### config.mk
export PLATFORM = sky130hd
export DESIGN_NAME = instruction_fetch_stage
export DESIGN_NICKNAME = d
export VERILOG_FILES = /design/src/rtl/core_pkg.sv /design/src/rtl/if_id_register.sv /design/src/rtl/instruction_fetch_stage.sv
export SDC_FILE = /design/constraint.sdc
export NUM_CORES = 1
export LEC_CHECK = 0
export BUFFER_PORTS_ARGS = -buffer_cell sky130_fd_sc_hd__clkbuf_2
export CAP_MARGIN = 15
export CORE_ASPECT_RATIO = 0.7
export CORE_UTILIZATION = 46
export CTS_CLUSTER_SIZE = 40
export DETAILED_ROUTE_END_ITERATION = 10
export PLACE_DENSITY = 0.76
export SLEW_MARGIN = 20
export SYNTH_ARGS = -nofsm -noshare
export SYNTH_HDL_FRONTEND = slang
export SYNTH_SLANG_ARGS = --single-unit
### constraint.sdc
create_clock -name clk -period 2.3 [get_ports clk]
set_input_delay 0.345 -clock clk [delete_from_list [all_inputs] [get_ports clk]]
set_output_delay 0.345 -clock clk [all_outputs]
set_load 0.005 [all_outputs]
### src/rtl/core_pkg.sv
// Core-wide constants shared by the pipeline stages (IF/ID/EXE).
package core_pkg;

    localparam int unsigned ADDR_W  = 32;
    localparam int unsigned INSTR_W = 32;
    localparam int unsigned PC_STEP = 4;

    localparam logic [ADDR_W-1:0]  RESET_PC  = 32'h0000_0000;
    localparam logic [INSTR_W-1:0] INSTR_NOP = 32'h0000_0000;

endpackage : core_pkg

### src/rtl/if_id_register.sv
// IF/ID pipeline register: captures a fetched PC+4/instruction pair, with
// flush taking priority over freeze.
module if_id_register #(
    parameter int unsigned ADDR_W  = core_pkg::ADDR_W,
    parameter int unsigned INSTR_W = core_pkg::INSTR_W
) (
    input  logic               clk,
    input  logic               rst_n,
    input  logic               flush,
    input  logic               freeze,
    input  logic [ADDR_W-1:0]  d_pc,
    input  logic [INSTR_W-1:0] d_instr,
    output logic [ADDR_W-1:0]  q_pc,
    output logic [INSTR_W-1:0] q_instr,
    output logic               q_valid
);

    logic [ADDR_W-1:0]  pc_q,    pc_d;
    logic [INSTR_W-1:0] instr_q, instr_d;
    logic               valid_q, valid_d;

    // A flush always inserts a bubble, even while the stage is frozen.
    always_comb begin
        pc_d    = pc_q;
        instr_d = instr_q;
        valid_d = valid_q;
        if (flush) begin
            pc_d    = '0;
            instr_d = INSTR_W'(core_pkg::INSTR_NOP);
            valid_d = 1'b0;
        end else if (!freeze) begin
            pc_d    = d_pc;
            instr_d = d_instr;
            valid_d = 1'b1;
        end
    end

    always_ff @(posedge clk or negedge rst_n) begin
        if (!rst_n) begin
            pc_q    <= '0;
            instr_q <= '0;
            valid_q <= 1'b0;
        end else begin
            pc_q    <= pc_d;
            instr_q <= instr_d;
            valid_q <= valid_d;
        end
    end

    assign q_pc    = pc_q;
    assign q_instr = instr_q;
    assign q_valid = valid_q;

endmodule : if_id_register

### src/rtl/instruction_fetch_stage.sv
// IF stage: owns the PC, addresses the zero-latency instruction memory and
// loads the IF/ID register; EXE branch redirect outranks ID freeze.
module instruction_fetch_stage #(
    parameter int unsigned       ADDR_W   = core_pkg::ADDR_W,
    parameter int unsigned       INSTR_W  = core_pkg::INSTR_W,
    parameter logic [ADDR_W-1:0] RESET_PC = ADDR_W'(core_pkg::RESET_PC)
) (
    input  logic               clk,
    input  logic               rst_n,
    input  logic               freeze,
    input  logic               branch_taken,
    input  logic [ADDR_W-1:0]  branch_addr,
    input  logic [INSTR_W-1:0] imem_instr,
    output logic [ADDR_W-1:0]  imem_addr,
    output logic [ADDR_W-1:0]  if_id_pc,
    output logic [INSTR_W-1:0] if_id_instr,
    output logic               if_id_valid
);

    logic [ADDR_W-1:0] pc_q, pc_d;
    logic [ADDR_W-1:0] pc_plus4;
    logic [ADDR_W-1:0] branch_target;
    logic              unused_branch_lsbs;

    // Adder width equals ADDR_W, so the top word wraps to zero naturally.
    assign pc_plus4 = pc_q + ADDR_W'(core_pkg::PC_STEP);

    // Targets are word-aligned; the two byte-offset bits are discarded.
    assign branch_target      = {branch_addr[ADDR_W-1:2], 2'b00};
    assign unused_branch_lsbs = ^branch_addr[1:0];

    always_comb begin
        pc_d = pc_plus4;
        if (branch_taken) begin
            pc_d = branch_target;
        end else if (freeze) begin
            pc_d = pc_q;
        end
    end

    always_ff @(posedge clk or negedge rst_n) begin
        if (!rst_n) begin
            pc_q <= RESET_PC;
        end else begin
            pc_q <= pc_d;
        end
    end

    assign imem_addr = pc_q;

    if_id_register #(
        .ADDR_W  (ADDR_W),
        .INSTR_W (INSTR_W)
    ) u_if_id (
        .clk     (clk),
        .rst_n   (rst_n),
        .flush   (branch_taken),
        .freeze  (freeze),
        .d_pc    (pc_plus4),
        .d_instr (imem_instr),
        .q_pc    (if_id_pc),
        .q_instr (if_id_instr),
        .q_valid (if_id_valid)
    );

endmodule : instruction_fetch_stage
==> flow_summary.toml <==
[outcome]
status = "finished, final reports clean"

[yosys]
yosys_warnings = 0
synthAdderAreaFrac_pct = 0.2630
synth_area_per_cell_um2 = 9.671
ys_types = 44
synthMuxAreaShare_pct = 6.732
yosys.area.top_type = "dfrtp_1"
synth_compound_area_share_pct = 14.15
async_flop_share_pct = 100.0
syn-instance-count = 492
yosys.area_share.xor_xnor_pct = 3.681
synthSimpleGateAreaFrac_pct = 21.14
synth_flop_cell = "dfrtp_1"
ys_seq_elements = 94
synth_top_family_by_area = "simple AND/OR/NAND/NOR gates"
synthTopCellsByArea = "dfrtp_1, mux2i_1, nor2_1"
synth-edff-count = 0
synth_top_area_share_pct = 49.43
syn-cell-area_mm2 = 0.004758
ys_seq_area_share_pct = 49.43

[critical_path]
cp.buffers_inverters = 1
critPathTopFamily = "simple AND/OR/NAND/NOR gates"
cp_slowest_stage_delay_ps = 620
cp-start-kind = "flop"
cp_cell_sequence = "ha_1 > nand2_1 > or4_4 > buf_4 > or4_1 > a31oi_1"
crit_slowest_cell = "or4_4"
crit_arrival_ps = 2500
rrSetupSlack_ps = 70
required_ps = 2570
crit_type = "reg -> reg"
crit_path_end_kind = "flop"
cp_max_fo = 10

[global_route]
antenna_found_initial = 0
grt_pass1_wl_mm = 20.91
grt_pass1_vias = 4140
overflow = 0
grt_max_degree = 59
track_usage_pct = 25.39

[sta]
fin_crit_ps = 2233
relSlewSlack_pct = 50.41
finalMaxSlewViolations = 0
grt_setup_unrepaired = "true"
finalSetupViolCount = 0
worst_pin_slew_ps = 743.9
fin_skew_ps = 10.33
fmax_mhz = 447.9
post-route-period-util_pct = 97.07
hold_viol = 0
hold_slack_ps = 71.57

[cts]
cts_tree = "yes"
numCtsBuffers = 9
clock-sinks = 94
clock_tree.buffer_depth = 2
htree_levels = 3
worstSkewPairLatency_ps = 340
holdBufCountCts = 0
root_buffer = "clkbuf_16"
cts.clk_slew.worst_paths_ps = 70

[drt]
dr.pass1.iters = 5
wl_per_cell_um = 17.00
via_per_inst = 5.633
vias = 4512
drcViolationCount = 0
ant_nets = 0
first_iter_violations = 482
totalWireLength_mm = 13.62

[flow_run]
drv_cap = 0

[final_layout]
syn2layout_area_growth_pct = 30.13
nets = 737
antenna_cells = 0
drive_gt1_share_pct = 34.62
finalNonFillerCells = 801
fillCellCount = 867
fin_area_mm2 = 0.006192

[placement]
place_area_mm2 = 0.005857
post-place-cells = 781
post-dp-hpwl_mm = 9.755
gp_congestion = 0.8899
portBuffers = 160

[power]
p_sw_w = 0.001146
power.internal_w = 0.002934
p_sw_share_pct = 28.09
ir_drop_mv = 0.5253
p_leak_nw = 2.948
comb_power_share_pct = 18.4
p_total_w = 0.004080
pwr-share-clk_pct = 35.7
p_per_area_mw_per_mm2 = 658.9
pwr-share-seq_pct = 46.0

[floorplan]
start_util_pct = 48.20
rows = 30
die_area_mm2 = 0.01076
io_pins = 165
core-area_mm2 = 0.009872
die_w_um = 123.6
die_y_um = 87.10

[hold_path]
hold_path.class = "in -> async"
## flip-flops by register name, indices dropped and copies added (netlist names)
name,count
u_if_id.q_instr,32
u_if_id.q_valid,1
imem_addr,30
u_if_id.q_pc,31
## synth_stat cells (all sizes together), types with 2 or more instances
library cell,number
or3,11
or2,3
inv,7
nor3,9
xnor2,15
buf,12
o21a,2
a211oi,7
nor2,79
clkbuf,29
nand4b,2
o31ai,21
a311oi,14
and3,2
nor4,3
o21ai,22
xor2,5
and4,2
mux2i,32
a21o,2
nor2b,2
a31oi,20
nand4,8
nand2,34
a21oi,8
or4,27
nand3,11
dfrtp,94
## area by class of cell
type,instances,area (um2),share of cell area (%)
well taps,128,160.2,2.586
clock inverters,4,30.03,0.4849
inverters,7,26.28,0.4243
repair buffers,204,1146,18.51
flip-flops and latches,94,2354,38.01
clock buffers,12,266.5,4.304
multi-input cells,352,2210,35.68
## logic make-up (layout without fill, tap and decap cells)
group	count (synthesis)	count (layout)
flip-flops	94	94
XOR/XNOR	20	20
buffers and inverters	48	227
AO/OA/AOI/OAI	100	100
adder cells (fa/ha/maj)	1	1
AND/OR/NAND/NOR	196	197
other	1	2
multiplexers	32	32
## cell usage in the layout (no fill, tap or decap), drive strengths merged, types with 2 or more instances in the layout
| cell | instances |
|---|---|
| nand3 | 11 |
| buf | 46 |
| clkbuf | 170 |
| o31ai | 21 |
| mux2i | 32 |
| nor4 | 3 |
| xor2 | 5 |
| clkinv | 3 |
| dfrtp | 94 |
| nand4 | 8 |
| nor2 | 79 |
| inv | 7 |
| and4 | 2 |
| a21o | 2 |
| nor3 | 9 |
| or2 | 3 |
| and3 | 2 |
| conb | 2 |
| a31oi | 20 |
| a21oi | 8 |
| or4 | 28 |
| nand4b | 2 |
| nand2 | 34 |
| o21ai | 22 |
| nor2b | 2 |
| or3 | 11 |
| xnor2 | 15 |
| o21a | 2 |
| a211oi | 7 |
| a311oi | 14 |
## path summary, 6_finish.rpt
path / start / to / depth (start not counted)
min: rst_n / imem_addr[26]$_DFFE_PN0N_ / 1
min in group clk: branch_addr[3] / imem_addr[3]$_DFFE_PN0N_ / 3
min reg2reg: u_if_id.q_valid$_DFFE_PN0N_ / u_if_id.q_valid$_DFFE_PN0N_ / 1
max reg2reg: imem_addr[2]$_DFFE_PN0N_ / imem_addr[22]$_DFFE_PN0N_ / 6
max in group asynchronous: rst_n / u_if_id.q_instr[9]$_DFFE_PN0N_ / 2
max: imem_addr[2]$_DFFE_PN0N_ / imem_addr[22]$_DFFE_PN0N_ / 6
## stage by stage
stage | TNS, ps | worst slack [ps] | utilization [%]
after CTS | 0 | 42.86 | 62.33
after global routing | -31.05 | -17.69 | 62.72
after floorplan | 0 | 62.79 | -
final | 0 | 67.36 | 62.72
after global placement | 0 | 146.2 | 59.33
after detailed placement | 0 | 61.97 | 59.33
## worst register-to-register path: cells and delay by family (launching register included)
family	cells	cell delay [ps]
buf+inv	1	170
fa+ha+maj	1	190
flops	1	420
simple gates	3	1210
compound gates	1	170
## power by group through the flow
stage | logic [W] | registers [W] | clock network, W
3_5_place_dp | 0.000741 | 0.00190 | 0
2_1_floorplan | 0.000323 | 0.00193 | 0
4_1_cts | 0.000743 | 0.00187 | 0.00147
5_1_grt | 0.000830 | 0.00189 | 0.00155
6_report | 0.000749 | 0.00187 | 0.00146
3_3_place_gp | 0.000721 | 0.00189 | 0
## per-layer routing
layer / vias up / part of all wire [%] / track usage (%)
li1: 2144 / - / -
met1: 2124 / 43 / 35.09
met2: 230 / 45 / 38.09
met3: 14 / 11 / 9.751
met4: 0 / 1.0 / 4.710
met5: - / 0 / 0
## what timing repair did
item	4_1_cts	5_1_grt
setup endpoints to repair	0	4
setup buffers	0	3
resized for setup	0	2
Power figures use the tool's default switching activity.
